--- config.mk ---
export PLATFORM = sky130hd
export DESIGN_NAME = execute_stage
export DESIGN_NICKNAME = d
export VERILOG_FILES = /design/src/rtl/execute_stage.sv
export SDC_FILE = /design/constraint.sdc
export NUM_CORES = 1
export LEC_CHECK = 0
export ABC_AREA = 1
export CORE_MARGIN = 5
export CORE_UTILIZATION = 35
export DETAILED_ROUTE_END_ITERATION = 7
export PLACE_DENSITY = 0.52
export SLEW_MARGIN = 20
export SYNTH_ARGS = -nofsm -noshare
export SYNTH_HDL_FRONTEND = slang
export SYNTH_SLANG_ARGS = --single-unit
--- constraint.sdc ---
create_clock -name clk -period 4.3 [get_ports clk]
set_clock_uncertainty 0.15 [all_clocks]
set_input_delay 0.86 -clock clk [delete_from_list [all_inputs] [get_ports clk]]
set_output_delay 0.86 -clock clk [all_outputs]
set_load 0.03 [all_outputs]
--- src/rtl/execute_stage.sv ---
// execute_stage: 16-bit single-cycle ALU with a 16-step shift-add multiplier.
module execute_stage (
    input  logic        clk,
    input  logic        rst_n,
    input  logic        valid_in,
    input  logic        flush_in,
    input  logic [2:0]  ALUop_in,
    input  logic [15:0] srcA_in,
    input  logic [15:0] srcB_in,
    input  logic        wbs_in,
    input  logic        mm_in,
    input  logic        wm_in,
    input  logic        am_in,
    input  logic        ni_in,
    input  logic        wme_in,
    output logic        stall_out,
    output logic        valid_out,
    output logic [15:0] alu_result_out,
    output logic [15:0] store_data_out,
    output logic        zero_out,
    output logic        neg_out,
    output logic        wbs_out,
    output logic        mm_out,
    output logic        wm_out,
    output logic        am_out,
    output logic        ni_out,
    output logic        wme_out
);
    typedef enum logic {IDLE, MUL_BUSY} state_t;
    state_t      state;
    logic [3:0]  cnt;
    logic [15:0] mul_a, mul_b, acc, acc_next, alu_res;
    logic [5:0]  ctrl_q, ctrl_in;
    logic        is_mul;
    assign is_mul  = ALUop_in == 3'b111;
    assign ctrl_in = {wbs_in, mm_in, wm_in, am_in, ni_in, wme_in};
    assign acc_next = acc + (mul_b[cnt] ? mul_a << cnt : 16'd0);
    // Released at the last step so upstream advances on the edge the product lands.
    assign stall_out = rst_n && !flush_in && (state == MUL_BUSY ? cnt != 4'd15 : valid_in && is_mul);
    always_comb begin
        alu_res = 16'd0;
        case (ALUop_in)
            3'b000: alu_res = srcA_in + srcB_in;
            3'b001: alu_res = srcA_in - srcB_in;
            3'b010: alu_res = srcA_in & srcB_in;
            3'b011: alu_res = srcA_in | srcB_in;
            3'b100: alu_res = srcA_in ^ srcB_in;
            3'b101: alu_res = srcA_in << srcB_in[3:0];
            3'b110: alu_res = srcA_in >> srcB_in[3:0];
            default: alu_res = 16'd0;
        endcase
    end
    always_ff @(posedge clk or negedge rst_n) begin
        if (!rst_n) begin
            state          <= IDLE;
            cnt            <= '0;
            mul_a          <= '0;
            mul_b          <= '0;
            acc            <= '0;
            ctrl_q         <= '0;
            valid_out      <= 1'b0;
            alu_result_out <= '0;
            store_data_out <= '0;
            zero_out       <= 1'b0;
            neg_out        <= 1'b0;
            {wbs_out, mm_out, wm_out, am_out, ni_out, wme_out} <= '0;
        end else if (flush_in) begin
            state     <= IDLE;
            cnt       <= '0;
            valid_out <= 1'b0;
        end else if (state == IDLE) begin
            if (valid_in && is_mul) begin
                mul_a     <= srcA_in;
                mul_b     <= srcB_in;
                acc       <= '0;
                ctrl_q    <= ctrl_in;
                cnt       <= '0;
                state     <= MUL_BUSY;
                valid_out <= 1'b0;
            end else begin
                valid_out <= valid_in;
                if (valid_in) begin
                    alu_result_out <= alu_res;
                    store_data_out <= srcB_in;
                    zero_out       <= alu_res == 16'd0;
                    neg_out        <= alu_res[15];
                    {wbs_out, mm_out, wm_out, am_out, ni_out, wme_out} <= ctrl_in;
                end
            end
        end else begin
            acc <= acc_next;
            cnt <= cnt + 4'd1;
            if (cnt == 4'd15) begin
                state          <= IDLE;
                valid_out      <= 1'b1;
                alu_result_out <= acc_next;
                store_data_out <= mul_b;
                zero_out       <= acc_next == 16'd0;
                neg_out        <= acc_next[15];
                {wbs_out, mm_out, wm_out, am_out, ni_out, wme_out} <= ctrl_q;
            end
        end
    end
endmodule
==> metrics.md <==
| Metric | Value |
|---|---|
| Status | `finished, final reports clean` |
| Max Freq | `around 260 MHz` |
| RSZ-0062 raised after global routing | `false` |
| Number of synthesized flops with an enable pin | `0` |
| Peak VDD IR | `around 250 uV` |
| Detail Route Antenna Nets | `0` |
| Switching pwr | `roughly 1.7 mW` |
| # nets final | `1720` |
| Maximum buffer depth of the clock tree | `2` |
| Layout area overhead | `20.1%` |
| Placeable Area | `26000 um2` |
| Layout cells sized above 1 | `7.25%` |
| Gp weighted congestion | `about 0.95` |
| Post-synth ARST share | `100%` |
| Final worst slack | `a little under 0.4 ns` |
| Combinational power share | `46.9%` |
| Tcrit/Tclk final | `91.1%` |
| Synthesized instance count | `approximately 1500` |
| Initial antenna violation count | `0` |
| HPWL after detailed placement | `between 20 and 30 mm` |
| Max-Cap Viols | `0` |
| Avg WL per Cell | `18.1 um` |
| Die W | `172 um` |
| Critical path class | `input pin to register` |
| Synth area leader | `dfrtp_1` |
| Worst-Skew Late Latency | `approximately 0.35 ns` |
| Htree depth | `3` |
| Worst setup EP type | `register` |
| Root buf cell | `clkbuf_16` |
| Avg Cell Area, Syn | `~6 um2` |
| Final Max Tran Viols | `0` |
| Cell chain of the critical path | `clkdlybuf4s50_1, buf_4, nor2_1, nand2_1, buf_4, nor2_1, nand2_1, o21ai_0, xor2_1, inv_1, ha_1, a21oi_1, nand2_1, a21oi_1, a21oi_1, nor2_1, o21ai_0, buf_4, a31oi_1` |
| Critical-path maximum fanout | `7` |
| Hold crit path type | `input pin to asynchronous set/reset pin` |
| CTS tree | `yes` |
| # port buffers | `86` |
| DP Worst Slack | `-0.0237 ns` |
| Synthesized cell area | `slightly above 9000 um2` |
| Total GRT Usage | `24.0%` |
| Slew @ Worst Pin | `roughly 0.85 ns` |
| Final Hold Violating Endpoints | `0` |
| Final setup vio count | `0` |
| Clock Power Share | `20.7%` |
| Row count | `between 50 and 60` |
| Flop pwr share | `approximately 33%` |
| TritonRoute pass-1 iters | `5` |
| Minimum period implied by the final worst setup slack | `between 3 and 4 ns` |
| Delay of the slowest critical-path stage | `0.47 ns` |
| Synth unique cells | `38` |
| Initial cell density of the core | `35.5%` |
| Synth top area cells | `dfrtp_1 (27%), nand2_1 (20%), nand3_1 (9.9%), ha_1 (8.8%), nor2_1 (6.4%)` |
| DRC viols | `0` |
| Worst-path cell with the longest stage delay | `clkdlybuf4s50_1` |
| Reg clk slew, reported paths | `0.08 ns` |
| Worst r2r src | `cnt[0]$_DFFE_PN0P_` |
| Worst EP required | `roughly 4.4 ns` |
| CP arrival | `a little over 4 ns` |
| Die Y-Extent | `around 170 um` |
| Antenna Cells | `0` |
| Setup crit start kind | `input pin` |
| Int Pwr | `2.22 mW` |
| Global-route wire length before repair | `roughly 55 mm` |
| Sw frac | `a little over two fifths` |
| P per Cell Area | `352 nW/um2` |
| Final instance area | `between 10000 and 15000 um2` |
| Drt total wl | `approximately 35 mm` |
| Global route overflow | `0` |
| Primary FF master, synth | `dfrtp_1` |
| Die ar. | `29700 um2` |
| Fillers | `between 2000 and 3000` |
| Ys Warns | `0` |
| Leakage power | `around 5.6 nW` |
| Via count | `between 10000 and 15000` |
| Post-synth top area share | `26.8%` |
| Drt initial violations | `729` |
| Sequential share of the synthesized area | `between 20% and 30%` |
| Setup crit start | `srcB_in[1]` |
| Synthesized flop and latch total | `around 100` |
| Placed Area | `10800 um2` |
| Vias per cell | `roughly 5.2` |
| IO Pins | `a little under 90` |
| Num Clock Sinks | `99` |
| Largest net degree at the start of global routing | `65` |
| Slew margin rel. | `about 44%` |
| CTS Buf Count | `9` |
| Syn_nets | `approximately 1600` |
| Vias in the first global route | `approximately 9800` |
[cells by family (layout without fill, tap and decap cells)]
group	after synthesis	in the layout	synth area share, %
AO/OA/AOI/OAI	219	219	13.2
AND/OR/NAND/NOR	861	861	38.6
flip-flops	99	99	26.8
adder cells (fa/ha/maj)	67	67	9.24
buffers and inverters	228	343	9.81
XOR/XNOR	24	24	2.28
[layout by cell type (no fill, tap or decap), types with 2 or more instances in the layout]
cell type,synthesis,routed
a31oi_1,35,35
xor2_1,19,19
clkdlybuf4s50_1,0,84
nor2_1,158,156
nand4_1,14,14
o22ai_1,2,2
o31ai_1,2,2
a21boi_0,2,2
xnor2_1,5,5
ha_1,65,65
nor2_2,0,2
inv_6,0,3
a21oi_1,50,50
o21ai_1,4,4
buf_4,5,76
clkinv_1,2,2
or2_2,7,7
a211oi_1,2,2
inv_2,10,10
nand2_2,1,2
inv_1,154,154
clkbuf_16,0,9
nand3_1,183,183
nand3_2,2,2
nand2_1,483,482
fa_1,2,2
nand3b_1,6,6
nor3_1,5,5
o21ai_0,98,98
a21o_1,2,2
dfrtp_1,99,99
o311ai_0,2,2
o211ai_1,16,16
[path summary, 6_finish.rpt]
path                       slack, ns  cells after the start                             end
setup / recovery                0.38                     19  alu_result_out[14]$_DFFE_PN0P_
hold / removal                  0.31                      1             acc[10]$_DFFE_PN0P_
setup reg to reg                0.63                     19            zero_out$_DFFE_PN0P_
hold reg to reg                 0.33                      2           ctrl_q[4]$_DFFE_PN0P_
max in group asynchronous       2.43                      2  alu_result_out[10]$_DFFE_PN0P_
min in group clk                0.33                      2           ctrl_q[4]$_DFFE_PN0P_
[synthesized netlist by cell type, types with 2 or more instances]
cell      number
nand2_1      483
nand3_1      183
nor2_1       158
inv_1        154
dfrtp_1       99
o21ai_0       98
ha_1          65
a21oi_1       50
a31oi_1       35
clkbuf_1      29
buf_2         25
xor2_1        19
o211ai_1      16
nand4_1       14
inv_2         10
or2_2          7
nand3b_1       6
buf_4          5
nor3_1         5
xnor2_1        5
o21ai_1        4
buf_1          3
a211oi_1       2
a21boi_0       2
a21o_1         2
clkinv_1       2
fa_1           2
nand3_2        2
o22ai_1        2
o311ai_0       2
o31ai_1        2
[per-stage QoR]
step / hold WS [ns] / setup TNS, ns / cells / util (%) / total power [mW]
2_1_floorplan: 0.292 / 0 / 1498 / - / 2.43
6_report: 0.314 / 0 / 1948 / 42.7 / 3.91
4_1_cts: 0.328 / 0 / 1948 / 42.7 / 3.93
5_1_grt: 0.346 / 0 / 1948 / 42.7 / 4.22
3_3_place_gp: 0.305 / -0.0468 / 1932 / 41.6 / 3.11
3_5_place_dp: 0.308 / -0.0237 / 1932 / 41.6 / 3.11
[power groups by stage]
| stage | clock network (mW) | logic (mW) | registers [mW] |
|---|---|---|---|
| global placement | 0 | 1.83 | 1.28 |
| detailed placement | 0 | 1.83 | 1.29 |
| CTS | 0.828 | 1.83 | 1.27 |
| finish | 0.808 | 1.83 | 1.27 |
| floorplan | 0 | 1.04 | 1.39 |
| global route | 0.862 | 2.06 | 1.29 |
[critical path, delay by kind of cell]
kind	cells	cell delay [ns]
xor+xnor	1	0.16
fa+ha+maj	1	0.36
buf+inv	5	1.05
simple gates	6	0.71
compound gates	6	0.90
[sequential cells by signal (all words and copies together), names as in the netlist, 4 cells and up]
register and count:
mul_a 16, cnt 4, mul_b 16, alu_result_out 16, store_data_out 16, acc 16
ctrl_q 6
[cell type report]
cell class | instances | area [um2] | share of cell area [%]
clock inverter | 7 | 58.8 | 0.530
timing repair buffer | 161 | 1430 | 12.9
multi-input combinational | 1171 | 5860 | 52.8
inverter | 166 | 623 | 5.62
sequential | 99 | 2480 | 22.3
clock buffer | 9 | 225 | 2.03
tap | 335 | 419 | 3.78
[what timing repair did]
item	in CTS	in global routing
hold buffers	0	0
resized for setup	0	1
setup endpoints to repair	0	1
setup buffers	0	0
[layer usage]
layer / up-vias / part of all wire (%) / GRT usage (%)
met1: 4682 / 45 / 32.0
met4: 0 / 4.4 / 9.81
li1: 5103 / - / -
met3: 84 / 4.5 / 2.65
met2: 266 / 46 / 39.6
met5: - / 0 / 0
Power figures use the tool's default switching activity.
